File: config.mk
export PLATFORM = sky130hd
export DESIGN_NAME = tdm_demux12
export DESIGN_NICKNAME = d
export VERILOG_FILES = /design/src/rtl/tdm_demux12.sv
export SDC_FILE = /design/constraint.sdc
export NUM_CORES = 1
export LEC_CHECK = 0
export ABC_AREA = 0
export CAP_MARGIN = 20
export CELL_PAD_IN_SITES_DETAIL_PLACEMENT = 0
export CELL_PAD_IN_SITES_GLOBAL_PLACEMENT = 2
export CORE_AREA = 10 10 75 77
export DETAILED_ROUTE_END_ITERATION = 16
export DIE_AREA = 0 0 85 87
export GPL_TIMING_DRIVEN = 0
export PLACE_DENSITY = 0.72
export SYNTH_ARGS = -nofsm -noshare
export SYNTH_HDL_FRONTEND = slang
export SYNTH_SLANG_ARGS = --single-unit
File: constraint.sdc
create_clock -name CLK -period 1.32 [get_ports CLK]
set_input_delay 0.264 -clock CLK [delete_from_list [all_inputs] [get_ports CLK]]
set_output_delay 0.264 -clock CLK [all_outputs]
set_load 0.03 [all_outputs]
File: src/rtl/tdm_demux12.sv
// tdm_demux12: receiving end of a 2:1 time-division link.
// Locks onto the SYNC-marked slot 0 beat, pairs it with the following
// slot 1 beat, and presents each completed frame as two registered words.
// Optional build macro: TDM_DEMUX_PARITY_EN adds input P (even parity over D);
// a beat with bad parity raises ERR, is dropped and forces the receiver to HUNT.
module tdm_demux12 #(
    parameter int W  = 4,
    parameter int CW = 8
) (
    input  logic          CLK,
    input  logic          RSTN,
    input  logic          VALID_IN,
    input  logic          SYNC,
    input  logic [W-1:0]  D,
`ifdef TDM_DEMUX_PARITY_EN
    input  logic          P,
`endif
    output logic [W-1:0]  Y0,
    output logic [W-1:0]  Y1,
    output logic          VALID_OUT,
    output logic          S1,
    output logic          LOCKED,
    output logic          ERR,
    output logic [CW-1:0] FCNT
);

    typedef enum logic [1:0] {
        HUNT = 2'd0,
        EXP0 = 2'd1,
        EXP1 = 2'd2
    } state_t;

    state_t          state_q, state_d;
    logic [W-1:0]    hold_q,  hold_d;
    logic [W-1:0]    y0_q,    y0_d;
    logic [W-1:0]    y1_q,    y1_d;
    logic            valid_out_q, valid_out_d;
    logic            err_q,   err_d;
    logic [CW-1:0]   fcnt_q,  fcnt_d;
    logic            parity_ok;

`ifdef TDM_DEMUX_PARITY_EN
    assign parity_ok = (P == ^D);
`else
    assign parity_ok = 1'b1;
`endif

    // Next-state and datapath: only beats with VALID_IN=1 advance anything.
    always_comb begin
        state_d     = state_q;
        hold_d      = hold_q;
        y0_d        = y0_q;
        y1_d        = y1_q;
        fcnt_d      = fcnt_q;
        valid_out_d = 1'b0;
        err_d       = 1'b0;
        if (VALID_IN) begin
            if (!parity_ok) begin
                err_d   = 1'b1;
                state_d = HUNT;
            end else begin
                case (state_q)
                    HUNT: begin
                        if (SYNC) begin
                            hold_d  = D;
                            state_d = EXP1;
                        end
                    end
                    EXP1: begin
                        if (SYNC) begin
                            err_d  = 1'b1;
                            hold_d = D;
                        end else begin
                            y0_d        = hold_q;
                            y1_d        = D;
                            valid_out_d = 1'b1;
                            fcnt_d      = fcnt_q + CW'(1);
                            state_d     = EXP0;
                        end
                    end
                    EXP0: begin
                        if (SYNC) begin
                            hold_d  = D;
                            state_d = EXP1;
                        end else begin
                            err_d   = 1'b1;
                            state_d = HUNT;
                        end
                    end
                    default: begin
                        state_d = HUNT;
                    end
                endcase
            end
        end
    end

    // State and output registers; reset discards any partial frame.
    always_ff @(posedge CLK or negedge RSTN) begin
        if (!RSTN) begin
            state_q     <= HUNT;
            hold_q      <= '0;
            y0_q        <= '0;
            y1_q        <= '0;
            valid_out_q <= 1'b0;
            err_q       <= 1'b0;
            fcnt_q      <= '0;
        end else begin
            state_q     <= state_d;
            hold_q      <= hold_d;
            y0_q        <= y0_d;
            y1_q        <= y1_d;
            valid_out_q <= valid_out_d;
            err_q       <= err_d;
            fcnt_q      <= fcnt_d;
        end
    end

    assign Y0        = y0_q;
    assign Y1        = y1_q;
    assign VALID_OUT = valid_out_q;
    assign ERR       = err_q;
    assign FCNT      = fcnt_q;
    assign S1        = (state_q == EXP1);
    assign LOCKED    = (state_q == EXP0) || (state_q == EXP1);

endmodule

After elaboration in Yosys (flattened, before gate mapping)
Cells that the tools add are included. Widths: inputs -> output; s select.

Flip-flop bits (word level): 24. Bits in latches: 0. RAM bits: 0. ROM bits: 0. Output and inout port bits: 20. Logic and storage cells: 29. Memories kept: 0.

$add $sub $neg: 1. Multipliers: 0. Divide/modulo/power cells: 0. Magnitude comparators: 0. Equality and inequality tests: 4. Shift-type cells: 0. Mux-type cells: 10. Bitwise operators: 1. Reductions and logical operators: 6.

Operators by type and width (count): $reduce_and 3->1 (3); $add 8x1->8 const B (1); $mux 2 (3); $pmux 2 s3 (1); $mux 1 (5); $ne 2x2->1 const B (2); $reduce_or 3->1 (1); $eq 2x1->1 const B (1); $eq 2x2->1 const B (1); $logic_not 2->1 (1); $pmux 1 s2 (1); $logic_or 1x1->1 (1); $not 1->1 (1).

Logic depth before layout (Yosys ltp)
Depth after elaboration: 3. Mapped depth: 7. Gate-level depth less buffers: 6.

Worst setup path before layout
OpenSTA, ideal clock, no wires.

Path kind: reg-to-reg. Start: register state_q[0]. End: register state_q[1]. Setup time: 127 ps. Arrival: 1341 ps. Required time: 1193 ps. Setup slack: -148 ps. Cell stages (with the launch flop): 6. Path buffers: 0. Cell sequence: dfrtp_1 -> inv_1 -> ha_1 -> mux2i_1 -> a21oi_1 -> or2_2.

Word-level cells in the longest chain between the ends: 3. Elaborated cells between the ends (all ways): 7. Classes of those cells: 4 x eq/ne; 1 x mux; 2 x reduce/logical.

RTL lines: start, declared (line 33) `state_t state_q, state_d;`; start signal, assigned (line 109) `state_q <= state_d;`; $eq 2x2->1 (*); net S1 (line 21) `output logic S1,`; $ne 2x2->1 (no source line); $reduce_and 3->1 (no source line).

Mark *: on every way through the listed nets, which the timed path passes. The rest lies on a longest branch. A chain may end at the register's enable or synchronous reset.

Worst setup path in the final report
Start: register state_q[0]. End: output LOCKED.

Word-level cells in the longest chain between the ends: 2. Elaborated cells between the ends (all ways): 3. Classes of those cells: 2 x eq/ne; 1 x reduce/logical.

RTL lines: $eq 2x1->1 / $eq 2x2->1 (equally long branches) (line 125) `assign LOCKED = (state_q == EXP0) || (state_q == EXP1);`; $logic_or 1x1->1 (*) (line 125); end, declared (line 22) `output logic LOCKED,`.

Mark *: on every way between the ends. The rest lies on a longest branch, timed or not.

==> metrics.txt <==
status complete, but fails checks; failing checks setup timing; R2R cell count 4; register area 605.6 sq um; crit path DAT 1.18 ns; Netlist cell types 23; CP peak stage delay between 0.4 and 0.5 ns; Antenna Nets Post-Route 0; vias 853; max_slew headroom about four fifths; Tmin final 1.441 ns; Core Rows 24; WL met2 1419 um; Crit Path Max Fanout 3; Max VDD drop 0.001271 V; CP delay by family, top flip-flops; width of the die 85 um; Max Clock Skew just over 0.006 ns; GR Overflow Total 0; Routed WL between 2000 and 3000 um; cell area after synthesis roughly 0.0011 sq mm; Buffers on Ports 27; fillers slightly below 400; #FFs+latches synth 24; most common cell after layout, fill and taps aside dfrtp_1; Worst R2R Start state_q[1]$_DFFE_PN0P_; PwrDens about 2000 mW/mm^2; part of the Yosys area used for sequential elements a little under three fifths; CP cell instances inv_4 -> ha_1 -> buf_6; CTS tree built; worst skew pair latency roughly 0.27 ns; I/O pins 28; Synth Area per Inst 11.01 sq um; wl on met1 roughly 1000 um; RSZ-0062 raised after global routing true; Final Setup Violations 18; setup ws final -0.1208 ns; placed insts between 150 and 200; worst flop-to-flop path endpoint hold_q[0]$_DFFE_PN0P_; GRT Resource Usage Total 7.603%; root buf cell clkbuf_8; die area around 0.0074 sq mm; CP endpoint kind primary output; ant diodes 0; Syn-to-layout area delta 66.93%; required time worst endpoint 1.06 ns; Final period util 109.2%; clk sinks 24; Final Non-Filler Cells between 150 and 200; Slew Viols, Final 0; dpl ws -0.4548 ns; DRT iter0 DRCs 24; DR pass1 iterations 5; critical path's slowest cell dfrtp_2; Worst setup SP type register; Multi-input gate area 610.6 sq um; fmax between 600 and 700 MHz; Via-to-Cell Ratio approximately 4.3; Worst Max-Slew Pin Slew roughly 0.32 ns; RePlAce Congestion slightly above 0.8; Mapped Cells just under 100; Net Count, Synth ~110; Max-cap violations 0; Die Ht between 80 and 90 um; DPL Wire Length between 1500 and 2000 um; wire length of the first global-routing pass roughly 4500 um; H-Tree Depth 1; Synthesis Warnings 0; initial core utilization 25.74%; most frequent cells in the layout dfrtp_1, nand2_2, buf_6, nand2_1, clkbuf_2; deepest clock path buffer count 2; Worst R2R Setup Slack -0.10 ns; metal3 WL between 100 and 150 um; uppermost layer routed met4; Hold Crit Class in2async; wire length per cell approximately 13 um; DRC 0; critical path class reg2out; layout cells sized above 1 54.11%; Pleak 0.8903 nW; Final Hold Fails 0; Clk pin slew, worst setup/hold paths around 0.080 ns; initial antenna violation count 0; CORE AREA around 0.0042 sq mm; pin count of the biggest net entering global routing 25; vias in the first global route slightly above 900; final net count approximately 160; Hold Slack around 0.47 ns; worst path bufs/invs 2; TritonCTS Buffers 3
-- synth_stat cells (all sizes together) --
library cell  number  area [sq um]
a21oi              2         10.01
nand3              1         5.000
dfrtp             24         600.6
nor2               2         7.510
nand2             29         108.9
nand4              3         18.77
nor2b              2         12.51
nand4b             1         8.760
nor4               2         12.51
xnor2              5         43.79
mux2i              2         20.02
ha                 7         87.58
nand3b             1         7.510
or2                2         12.52
xor2               2         17.52
inv                4         15.01
and3b              1         8.760
nor3               1         5.000
mux2               4         60.06
o22ai              1         6.260
buf                3         21.27
-- area by class of cell --
cell class / count / share of cell area (%)
plain buffers: 2 / 1.444
repair buffers: 44 / 23.25
clock buffers: 3 / 2.270
multi-input cells: 68 / 33.56
well taps: 52 / 3.576
flip-flops and latches: 24 / 33.29
inverters: 4 / 0.9629
clock inverters: 1 / 1.651
-- through the flow --
stage | total power, W | TNS (ns) | cell area, sq um | utilization (%)
after floorplan | 0.002039 | -0.1232 | 1111 | -
after global placement | 0.002608 | -13.92 | 1446 | 34.16
after detailed placement | 0.002634 | -15.43 | 1446 | 34.16
after CTS | 0.003493 | -0.7533 | 1722 | 40.66
after global routing | 0.003906 | -2.372 | 1819 | 42.97
final | 0.003670 | -0.9542 | 1819 | 42.97
-- worst register-to-register path, cell delays in order (launching register included) --
cell,delay (ns)
dfrtp_2,0.45
buf_4,0.14
ha_2,0.16
or2_4,0.26
mux2_4,0.30
-- power by group --
group	switching, W	internal, W
Combinational	0.000987	0.000834
Sequential	0.000231	0.000976
Clock	0.000236	0.000405
Total	0.00145	0.00222
-- state kept, by name, indices dropped and copies added, names as in the netlist --
register / cells
Y1: 4
ERR: 1
FCNT: 8
VALID_OUT: 1
Y0: 4
state_q: 2
hold_q: 4
-- cells by family (layout without fill, tap and decap cells) --
| kind of cell | after synthesis | count (layout) | share of synthesized area, % |
|---|---|---|---|
| fa+ha+maj | 7 | 7 | 8.036 |
| compound gates | 3 | 3 | 1.493 |
| flops | 24 | 24 | 55.11 |
| simple gates | 45 | 45 | 19.06 |
| mux | 6 | 6 | 7.348 |
| buf+inv | 7 | 54 | 3.329 |
| xor+xnor | 7 | 7 | 5.626 |
-- layer usage --
| layer | global-route usage, % | up-vias |
|---|---|---|
| li1 | - | 421 |
| met1 | 8.171 | 415 |
| met2 | 13.08 | 13 |
| met3 | 1.779 | 4 |
| met4 | 4.940 | 0 |
| met5 | 0 | - |
-- what timing repair did --
action                                  4_1_cts  5_1_grt
hold endpoints to repair                      0        3
gates resized for setup                      78       47
hold buffers                                  0        1
buffers inserted                             11        2
cloned                                        2        0
endpoints found under the setup margin       51       34
pin swaps                                    20       22
-- worst max-delay path by stage --
stage | startpoint | to | slack [ns] | cells past startpoint
4_1_cts | state_q[0]$_DFFE_PN0P_ | LOCKED | -0.13 | 3
3_5_place_dp | SYNC | hold_q[1]$_DFFE_PN0P_ | -0.45 | 5
5_1_grt | state_q[0]$_DFFE_PN0P_ | LOCKED | -0.17 | 3
3_3_place_gp | state_q[1]$_DFFE_PN0P_ | LOCKED | -0.44 | 3
6_report | state_q[0]$_DFFE_PN0P_ | LOCKED | -0.12 | 3
2_1_floorplan | state_q[1]$_DFFE_PN0P_ | hold_q[0]$_DFFE_PN0P_ | -0.03 | 4
No activity file was read; power rests on OpenSTA's default activity.
